--- src/rtl/reg_file_ctrl_pkg.sv ---
// Shared types and constants for the register-file sequencer: FSM states,
// op bit positions and the entry-state decode applied when a request is accepted.
package reg_file_ctrl_pkg;

    localparam int ADDR_W_DEFAULT = 5;
    localparam int DATA_W_DEFAULT = 16;

    localparam int OP_RD1 = 2;
    localparam int OP_RD2 = 1;
    localparam int OP_WR  = 0;

    typedef enum logic [2:0] {
        IDLE = 3'd0,
        RD1  = 3'd1,
        RD2  = 3'd2,
        CAP  = 3'd3,
        WR1  = 3'd4,
        WR2  = 3'd5,
        RESP = 3'd6
    } state_e;

    // Reads are always sequenced before the write, so any read bit enters the read phase.
    function automatic state_e first_state(input logic [2:0] op);
        if (op[OP_RD1] || op[OP_RD2]) begin
            return RD1;
        end else if (op[OP_WR]) begin
            return WR1;
        end else begin
            return RESP;
        end
    endfunction

endpackage

--- src/rtl/reg_file_ctrl_arb.sv ---
// Two-input round-robin arbiter. The last-grant pointer moves only when the
// grant is actually consumed, so an unaccepted grant does not steal a turn.
module rr_arb2 (
    input  logic       clk,
    input  logic       rst_n,
    input  logic [1:0] req_i,
    input  logic       advance_i,
    output logic [1:0] grant_o
);

    logic last_q;

    always_comb begin
        grant_o = 2'b00;
        case (req_i)
            2'b01:   grant_o = 2'b01;
            2'b10:   grant_o = 2'b10;
            2'b11:   grant_o = last_q ? 2'b01 : 2'b10;
            default: grant_o = 2'b00;
        endcase
    end

    // Reset to "requester 1 granted last" so requester 0 wins the first tie.
    always_ff @(posedge clk or negedge rst_n) begin
        if (!rst_n) begin
            last_q <= 1'b1;
        end else if (advance_i && (grant_o != 2'b00)) begin
            last_q <= grant_o[1];
        end
    end

endmodule

--- src/rtl/reg_file_ctrl.sv ---
// Two-requester sequencer in front of the 32x16 register file: arbitrates,
// drives the two-cycle input_valid phases (reads then write) and returns read data.
module reg_file_ctrl
    import reg_file_ctrl_pkg::*;
#(
    parameter int ADDR_W = ADDR_W_DEFAULT,
    parameter int DATA_W = DATA_W_DEFAULT
) (
    input  logic              clk,
    input  logic              rst_n,
    input  logic              rq0_valid,
    output logic              rq0_ready,
    input  logic [2:0]        rq0_op,
    input  logic [ADDR_W-1:0] rq0_rs1,
    input  logic [ADDR_W-1:0] rq0_rs2,
    input  logic [ADDR_W-1:0] rq0_rd,
    input  logic [DATA_W-1:0] rq0_wdata,
    input  logic              rq1_valid,
    output logic              rq1_ready,
    input  logic [2:0]        rq1_op,
    input  logic [ADDR_W-1:0] rq1_rs1,
    input  logic [ADDR_W-1:0] rq1_rs2,
    input  logic [ADDR_W-1:0] rq1_rd,
    input  logic [DATA_W-1:0] rq1_wdata,
    output logic              rsp_valid,
    output logic              rsp_id,
    output logic [DATA_W-1:0] rsp_rdata1,
    output logic [DATA_W-1:0] rsp_rdata2,
    output logic              err,
    output logic [ADDR_W-1:0] rf_read1,
    output logic [ADDR_W-1:0] rf_read2,
    output logic [ADDR_W-1:0] rf_write,
    output logic [DATA_W-1:0] rf_write_data,
    output logic [2:0]        rf_input_valid,
    input  logic [DATA_W-1:0] rf_out1,
    input  logic [DATA_W-1:0] rf_out2,
    input  logic              rf_output_valid
);

    state_e            state_q;
    logic [2:0]        op_q;
    logic [ADDR_W-1:0] rs1_q, rs2_q, rd_q;
    logic [DATA_W-1:0] wdata_q;
    logic              id_q;
    logic [DATA_W-1:0] rdata1_q, rdata2_q;
    logic              err_q;

    logic              in_idle;
    logic [1:0]        grant;
    logic              accept;
    logic              sel_id;
    logic [2:0]        sel_op;
    logic [ADDR_W-1:0] sel_rs1, sel_rs2, sel_rd;
    logic [DATA_W-1:0] sel_wdata;
    logic              has_read;
    logic              capture;
    logic              wr_check;

    assign in_idle = (state_q == IDLE);
    assign accept  = in_idle && (rq0_valid || rq1_valid);

    rr_arb2 u_arb (
        .clk       (clk),
        .rst_n     (rst_n),
        .req_i     ({rq1_valid, rq0_valid}),
        .advance_i (accept),
        .grant_o   (grant)
    );

    assign rq0_ready = in_idle && grant[0];
    assign rq1_ready = in_idle && grant[1];

    assign sel_id    = grant[1];
    assign sel_op    = sel_id ? rq1_op    : rq0_op;
    assign sel_rs1   = sel_id ? rq1_rs1   : rq0_rs1;
    assign sel_rs2   = sel_id ? rq1_rs2   : rq0_rs2;
    assign sel_rd    = sel_id ? rq1_rd    : rq0_rd;
    assign sel_wdata = sel_id ? rq1_wdata : rq0_wdata;

    // Read data is ready the cycle after the read phase: CAP, or WR1 when a write follows.
    assign has_read = op_q[OP_RD1] || op_q[OP_RD2];
    assign capture  = (state_q == CAP) || ((state_q == WR1) && has_read);
    assign wr_check = (state_q == RESP) && op_q[OP_WR];

    // Decoded from the state register alone so an async reset drops it at once.
    always_comb begin
        rf_input_valid = 3'b000;
        case (state_q)
            RD1, RD2: rf_input_valid = {op_q[OP_RD1], op_q[OP_RD2], 1'b0};
            WR1, WR2: rf_input_valid = 3'b001;
            default:  rf_input_valid = 3'b000;
        endcase
    end

    always_ff @(posedge clk or negedge rst_n) begin
        if (!rst_n) begin
            state_q  <= IDLE;
            op_q     <= '0;
            rs1_q    <= '0;
            rs2_q    <= '0;
            rd_q     <= '0;
            wdata_q  <= '0;
            id_q     <= 1'b0;
            rdata1_q <= '0;
            rdata2_q <= '0;
            err_q    <= 1'b0;
        end else begin
            case (state_q)
                IDLE: begin
                    if (accept) begin
                        state_q  <= first_state(sel_op);
                        op_q     <= sel_op;
                        rs1_q    <= sel_rs1;
                        rs2_q    <= sel_rs2;
                        rd_q     <= sel_rd;
                        wdata_q  <= sel_wdata;
                        id_q     <= sel_id;
                        rdata1_q <= '0;
                        rdata2_q <= '0;
                    end
                end
                RD1:     state_q <= RD2;
                RD2:     state_q <= op_q[OP_WR] ? WR1 : CAP;
                CAP:     state_q <= RESP;
                WR1:     state_q <= WR2;
                WR2:     state_q <= RESP;
                RESP:    state_q <= IDLE;
                default: state_q <= IDLE;
            endcase

            if (capture) begin
                rdata1_q <= op_q[OP_RD1] ? rf_out1 : '0;
                rdata2_q <= op_q[OP_RD2] ? rf_out2 : '0;
                if (!rf_output_valid) begin
                    err_q <= 1'b1;
                end
            end
            if (wr_check && !rf_output_valid) begin
                err_q <= 1'b1;
            end
        end
    end

    assign rsp_valid     = (state_q == RESP);
    assign rsp_id        = id_q;
    assign rsp_rdata1    = rdata1_q;
    assign rsp_rdata2    = rdata2_q;
    assign err           = err_q;
    assign rf_read1      = rs1_q;
    assign rf_read2      = rs2_q;
    assign rf_write      = rd_q;
    assign rf_write_data = wdata_q;

endmodule

--- config.mk ---
export PLATFORM = sky130hd
export DESIGN_NAME = reg_file_ctrl
export DESIGN_NICKNAME = d
export VERILOG_FILES = /design/src/rtl/reg_file_ctrl_pkg.sv /design/src/rtl/reg_file_ctrl_arb.sv /design/src/rtl/reg_file_ctrl.sv
export SDC_FILE = /design/constraint.sdc
export NUM_CORES = 1
export LEC_CHECK = 0
export CORE_UTILIZATION = 65
export DETAILED_ROUTE_END_ITERATION = 12
export DONT_BUFFER_PORTS = 1
export PLACE_DENSITY = 0.81
export SKIP_LAST_GASP = 1
export SYNTH_ARGS = -nofsm -noshare
export SYNTH_HDL_FRONTEND = slang
export SYNTH_SLANG_ARGS = --single-unit
export TNS_END_PERCENT = 10
--- constraint.sdc ---
create_clock -name clk -period 3.3 [get_ports clk]
set_clock_uncertainty 0.05 [all_clocks]
set_input_delay 0.33 -clock clk [delete_from_list [all_inputs] [get_ports clk]]
set_output_delay 0.33 -clock clk [all_outputs]
set_load 0.02 [all_outputs]
=== Word level (Yosys, flattened, before mapping) ===
Cells that the tools add are included.

* Eq/ne operators: 11
* Mux-type cells: 22
* Reduce and logical (&&, ||, !) cells: 23

{| class="wikitable"
|+ Operator list
! kind !! count
|-
| two-way mux 16 bit || 7
|-
| two-way mux 5 bit || 3
|-
| one-hot mux 3 bit (5 select lines) || 1
|-
| two-way mux 3 bit || 4
|-
| == test 3 bit (second input constant) || 3
|-
| nonzero test 2 bit || 4
|-
| logical AND 1 bit || 7
|-
| == test 3 x 2 -> 1 bit (second input constant) || 2
|-
| one-hot mux 2 bit (3 select lines) || 1
|-
| one-hot mux 3 bit (2 select lines) || 1
|-
| AND reduction 2 bit || 3
|-
| OR reduction 2 bit || 3
|-
| == test 2 bit (second input constant) || 2
|-
| logical OR 1 bit || 4
|-
| two-way mux 2 bit || 2
|-
| != test 2 x 1 -> 1 bit (second input constant) || 2
|-
| == test 3 x 1 -> 1 bit (second input constant) || 1
|-
| zero test 3 bit || 1
|-
| two-way mux 1 bit || 3
|-
| == test 2 x 1 -> 1 bit (second input constant) || 1
|-
| zero test 1 bit || 1
|}

* Register bits after elaboration: 72
* Output and inout port bits: 71
* Logic and storage cells: 67

=== Logic depth before layout (Yosys ltp) ===
Gate-level depths: netlist of the first run.

* Depth after elaboration: 7
* Mapped depth: 5

=== By module ===
From an unflattened synthesis of the first run, not the netlist that was laid out.

* Cell total of the unflattened synthesis: 341
* Area, all modules: 3499.6 µm²

{| class="wikitable"
|+ By module, submodules not included
! module !! times used !! cells an instance !! area an instance (µm²)
|-
| reg_file_ctrl || 1 || 335 || 3443.3
|-
| rr_arb2 || 1 || 6 || 56.3
|}

=== Worst setup path before layout of the first run ===
Ideal clock, no wire load.

* Path type: reg2out
* Start point: reg state_q[0]
* End point: out rq0_ready
* Arrival time: 1.336 ns
* Required time: 2.920 ns
* Path slack: 1.584 ns
* Cell stages (with the launch flop): 6
* Cells stage by stage: dfrtp_1 buf_2 nor3_2 nand3_1 buf_2 inv_1

* Cells in the longest elaborated chain, start to end: 2

{| class="wikitable"
|+ RTL lines
! item !! RTL line !! RTL
|-
| start, declared || reg_file_ctrl.sv:40 || <nowiki>state_e state_q;</nowiki>
|-
| start signal, assigned || reg_file_ctrl.sv:111 || <nowiki>state_q <= first_state(sel_op);</nowiki>
|-
| start signal, assigned || reg_file_ctrl.sv:123 || <nowiki>RD2: state_q <= op_q[OP_WR] ? WR1 : CAP;</nowiki>
|-
| zero test 3 bit || reg_file_ctrl.sv:59 || <nowiki>assign in_idle = (state_q == IDLE);</nowiki>
|-
| logical AND 1 bit || reg_file_ctrl.sv:70 || <nowiki>assign rq0_ready = in_idle && grant[0];</nowiki>
|-
| end, declared || reg_file_ctrl.sv:12 || <nowiki>output logic rq0_ready,</nowiki>
|}

No other way between the ends.

=== Worst setup path in the final report of the first run ===
Ends and elaborated chain as after synthesis.

==> flow_summary.toml, run 1 <==
[power_and_ir_drop]
swShare_pct = 42.7
p_int_uw = 2190
pwr-share-seq_pct = 47.8
ir_drop_mv = 0.618
p_leak_uw = 0.00150
pwr-share-clk_pct = 18.6
comb_power_share_pct = 33.5
switchingPower_uw = 1630
pwr_density_cell_nw_per_um2 = 1010

[global_route]
grt_first_pass_wirelength_um = 11500
antenna_found_initial = 0
grt_pass1_vias = 2337
grt_usage_pct = 27.8
grt_max_degree = 73
grt_remaining_overflow = 0

[clocking]
cts_buffer_depth = 2
cts.htree.levels = 3
cts_tree = "yes"
cts_buffers = 9
clk_latency_ns = 0.33
path_clk_slew_ns = 0.08
cts_resized = 0
post-cts-setup-buffers = 0
clockRootBuffer = "clkbuf_8"
clock-sinks = 72

[sta]
slew_viol_final = 0
finalHoldViolations = 0
min_period_ns = 2.36
maxSlewHeadroom_pct = 50.8
tightest_slew_ns = 0.737
max_freq_mhz = 423
timing.final.crit_share_pct = 71.7
setup_viol = 0
rsz0062_at_grt = "false"
tns_ns = 0

[route]
drtPass1Iterations = 4
vias_per_cell = 6.67
drt_iter0_markers = 160
wirelength_um = 8050
drc = 0
detail-route-antenna-nets = 0
wl_per_cell_um = 21.2
via_count = 2535

[logic_synthesis]
synth_seq_cells = 72
synth_top_area_share_pct = 50.5
ys_seq_area_share_pct = 51.2
ys_warn_count = 0
synth_cells = 314
synth_area_um2 = 3520
yosysTopAreaCell = "dfrtp_1"
synth_area_leaders = "dfrtp_1 (50%), mux2i_1 (10%), o221a_2 (8.3%)"
synthesis.nets = 419
syn_area_per_cell_um2 = 11.2
synth_cell_types = 35

[floorplan]
die_w_um = 75.6
initial_core_util_pct = 68.1
core_area_um2 = 5170
die-area_um2 = 5720
pin_count = 176
num_rows = 26
die_h_um = 75.6

[place]
dp_hpwl_um = 5520
port_buffers = 0
dpl_cell_area_um2 = 3520
gp_congestion = 0.805

[critical_path]
crit_fanout = 18
required_ns = 2.92
arrival_ns = 1.98
r2r-start = "state_q[0]$_DFFE_PN0P_"
worstSetupEndpointType = "primary output"
startpoint = "state_q[0]$_DFFE_PN0P_"
critPathKind = "reg -> out"
start_kind = "flip-flop"

[hold_path]
worstHoldStart = "rf_out1[0]"
hp-class = "in -> reg"

[layout]
area_growth_syn_to_layout_pct = 6.82
nets = 410
drive_above_1_share_pct = 20.0
n_fill_cell = 372
finalInstanceArea_um2 = 3760
antenna_cells = 0

[flow_run]
drv_cap = 0

[run_status]
status = "complete, no violations"
## area by class of cell
| class | instances | area, µm² | area share, % |
|---|---|---|---|
| Clock inverter | 5 | 55.1 | 1.46 |
| Clock buffer | 11 | 151 | 4.03 |
| Multi-Input combinational cell | 209 | 1550 | 41.3 |
| Timing Repair Buffer | 11 | 105 | 2.79 |
| Tap cell | 70 | 87.6 | 2.33 |
| Inverter | 2 | 7.51 | 0.200 |
| Sequential cell | 72 | 1800 | 47.9 |
## power by group through the flow
| stage | clock (µW) | sequential (µW) | combinational (µW) |
|---|---|---|---|
| finish | 709 | 1820 | 1280 |
| global route | 764 | 1860 | 1400 |
| CTS | 713 | 1830 | 1290 |
| detailed placement | 0 | 1830 | 1280 |
| global placement | 0 | 1830 | 1210 |
| floorplan | 0 | 1700 | 1190 |
## worst paths after layout
path,end,slack [ns],depth (start not counted)
max,rq0_ready,0.94,3
min,rsp_rdata1[0]$_DFFE_PN0P_,0.08,2
max reg2reg,rf_write_data[2]$_DFFE_PN0P_,1.16,4
min reg2reg,u_arb.last_q$_DFFE_PN1P_,0.49,1
max in group asynchronous,u_arb.last_q$_DFFE_PN1P_,2.39,2
min in group asynchronous,rsp_rdata1[1]$_DFFE_PN0P_,0.48,2
## critical path: stages, from the launching register on
cell and delay (ns):
dfrtp_1 0.51, nor3_4 0.26, nand3_1 0.51, inv_1 0.37
## per-stage QoR
step	hold WS [ns]	util, %	setup WS, ns	instances	total power, µW
finish	0.0844	72.7	0.935	380	3810
detailed placement	-0.0142	68.0	1.16	362	3110
floorplan	-0.0156	-	1.58	314	2900
global route	0.0782	72.7	0.770	380	4030
CTS	0.0709	72.7	0.887	380	3830
global placement	-0.0143	68.0	1.26	362	3040
## cell families (layout without fill, tap and decap cells)
kind of cell	after synthesis	in the layout	synth area share (%)
simple gates	88	88	14.0
mux	37	37	10.6
xor+xnor	1	1	0.249
buf+inv	33	29	5.37
compound gates	83	83	18.6
flops	72	72	51.2
## Yosys cell counts
cell type	n
a21oi_1	1
and3b_1	1
o221ai_1	1
nor3_2	1
mux2i_1	36
nor2b_1	2
o221a_1	6
or3_1	2
buf_4	1
o21a_1	1
dfstp_2	1
or3b_4	1
buf_12	3
o21ai_0	36
mux2_2	1
or2_2	1
o221a_2	26
inv_1	2
buf_2	10
nor3_1	4
nand3b_1	31
a21boi_0	1
clkbuf_1	17
o21ai_1	5
xnor2_1	1
a21o_1	3
dfrtp_1	71
nand2b_1	1
o22ai_4	1
and2_1	3
nor2_1	6
nand3_1	1
nand2_1	34
a31o_2	1
a311oi_1	1
## cells in the final DEF (no fill, tap or decap), types with 2 or more instances in the layout
cell        count
nor2_2          2
inv_1           2
a21o_1          3
o21ai_1         5
and2_1          3
buf_4           9
o221a_2        26
or3_1           2
clkinv_2        2
dfrtp_1        71
o221a_1         6
nand3b_1       31
nor3_1          4
clkinvlp_4      2
mux2i_1        36
clkbuf_8       11
nor2_1          4
nand2_1        34
o21ai_0        36
nor2b_1         2
## sequential cells by signal, summed over array words and instances (netlist names), 3 cells and up
name           count
rf_read2           5
rf_write_data     16
state_q            3
rsp_rdata1        16
rf_read1           5
rsp_rdata2        16
op_q               3
rf_write           5
## repair_timing
action,4_1_cts,5_1_grt
endpoints found under the hold margin,72,0
hold buffers,2,0
endpoints found under the setup margin,0,0
## metal layers
layer,global-route usage [%],wire [µm],vias to the layer above
met2,45.9,4000,137
met1,33.0,3160,1244
met3,7.67,690,18
met4,15.8,211,0
met5,0,0,-
li1,-,-,1136
Note: power is estimated with default switching activity, not from simulation.
==> run 2: changes to the inputs <==
--- a/config.mk
+++ b/config.mk
@@ -5,10 +5,10 @@
 export SDC_FILE = /design/constraint.sdc
 export NUM_CORES = 1
 export LEC_CHECK = 0
-export CORE_UTILIZATION = 65
+export CORE_UTILIZATION = 57
 export DETAILED_ROUTE_END_ITERATION = 12
 export DONT_BUFFER_PORTS = 1
-export PLACE_DENSITY = 0.81
+export PLACE_DENSITY = 0.75
 export SKIP_LAST_GASP = 1
 export SYNTH_ARGS = -nofsm -noshare
 export SYNTH_HDL_FRONTEND = slang
==> constraint.sdc (replaced) <==
create_clock -name clk -period 2.1 [get_ports clk]
set_clock_uncertainty 0.05 [all_clocks]
set_input_delay 0.21 -clock clk [delete_from_list [all_inputs] [get_ports clk]]
set_output_delay 0.21 -clock clk [all_outputs]
set_load 0.02 [all_outputs]
==> flow_summary.toml, run 2 (same netlist as run 1, synthesis figures left out) <==
[run_status]
status = "complete, no violations"

[critical_path]
reg2reg_to = "rsp_rdata1[13]$_DFFE_PN0P_"
r2r_slack_ns = 0.20
arrival_ns = 1.70
crit_fanout = 32
required_ns = 1.84
reg2reg_depth = 4
critPathKind = "reg -> out"
startpoint = "state_q[1]$_DFFE_PN0P_"
r2r-start = "state_q[2]$_DFFE_PN0P_"
worstSetupEndpointType = "primary output"
start_kind = "flip-flop"

[flow_run]
drv_cap = 0

[power_and_ir_drop]
p_leak_uw = 0.00176
pwr_density_cell_nw_per_um2 = 1380
total_power_uw = 6060
ir_drop_mv = 0.779

[floorplan]
die-area_um2 = 6500
die_h_um = 80.6
initial_core_util_pct = 59.1
core_area_um2 = 5960
pin_count = 176
die_w_um = 80.6
num_rows = 28

[layout]
antenna_cells = 0
layout_commonest_cell = "dfrtp_1"
area_growth_syn_to_layout_pct = 24.6
drive_above_1_share_pct = 17.9
n_fill_cell = 398
layout_common_cells = "dfrtp_1 (70), dlygate4sd3_1 (61), mux2i_1 (36), o21ai_0 (36), nand2_1 (34)"
nets = 475

[route]
drt_iter0_markers = 124
vias_per_cell = 6.28
wirelength_um = 9310
via_count = 2826
detail-route-antenna-nets = 0
drtPass1Iterations = 4
drc = 0
wl_per_cell_um = 20.7

[sta]
rsz0062_at_grt = "false"
tns_ns = 0
setup_viol = 0
slew_viol_final = 0
timing.final.crit_share_pct = 93.5
min_period_ns = 1.96
maxSlewHeadroom_pct = 57.9
max_freq_mhz = 509
finalHoldViolations = 0
tightest_slew_ns = 0.625

[global_route]
antenna_found_initial = 0
grt_remaining_overflow = 0
grt_max_degree = 73
grt_pass1_vias = 2847
grt_usage_pct = 29.2
grt_first_pass_wirelength_um = 13900

[clocking]
cts_buffer_depth = 2
cts_buffers = 9
post-cts-setup-buffers = 0
path_clk_slew_ns = 0.07
cts.htree.levels = 3
clk_latency_ns = 0.34
cts_tree = "yes"
clockRootBuffer = "clkbuf_8"
clock-sinks = 72

[hold_path]
holdPathStages = 1
holdPathEnd = "rf_write_data[8]$_DFFE_PN0P_"
hp-class = "in -> reg"
worstHoldStart = "rq0_wdata[8]"

[place]
port_buffers = 0
dp_hpwl_um = 5470
gp_congestion = 0.793
[run 2: layout make-up]
cell class	count	area (µm²)	area share, %
sequential	72	1800	41.1
clock buffer	11	141	3.22
inverter	2	7.51	0.171
tap	75	93.8	2.14
clock inverter	5	32.5	0.742
multi-input combinational	209	1550	35.4
timing repair buffer	76	756	17.2
[run 2: timing repair]
item / 4_1_cts / 5_1_grt
hold buffers: 62 / 0
endpoints found under the setup margin: 0 / 1
resized for setup: 0 / 1
endpoints found under the hold margin: 132 / 0
[run 2: routing by layer]
layer  part of all wire (%)  GRT usage [%]
met5                      0              0
met4                    2.5           13.8
met3                    9.5           10.0
met2                     50           50.1
met1                     38           32.1
[run 2: where the power goes]
group	switching [µW]	internal (µW)
combinational	1150	1070
clock	515	457
sequential	978	1900
[run 2: worst max-delay path, cell delays in order, from the launching register on]
cell and delay, ns:
dfrtp_1 0.52, nor3_4 0.27, nand3_1 0.10, buf_4 0.24
inv_1 0.09, buf_4 0.13
[run 2: how the worst max path moves through the flow]
| stage | to | cells after the start |
|---|---|---|
| after floorplan | rsp_rdata1[0]$_DFFE_PN0P_ | 5 |
| after global placement | rsp_rdata1[13]$_DFFE_PN0P_ | 4 |
| after detailed placement | rsp_rdata1[14]$_DFFE_PN0P_ | 4 |
| after CTS | rq0_ready | 5 |
| after global routing | rq0_ready | 5 |
| final | rq0_ready | 5 |
[run 2: through the flow]
stage	utilization [%]	std cells	hold slack [ns]	setup WS, ns	instance area (µm²)
6_report	73.7	450	0.0137	0.137	4390
5_1_grt	73.7	450	0.00327	0.0198	4390
4_1_cts	73.6	450	0.000732	0.0910	4390
3_5_place_dp	60.0	372	-0.134	0.248	3570
3_3_place_gp	60.0	372	-0.134	0.333	3570
2_1_floorplan	-	314	-0.136	0.400	3520
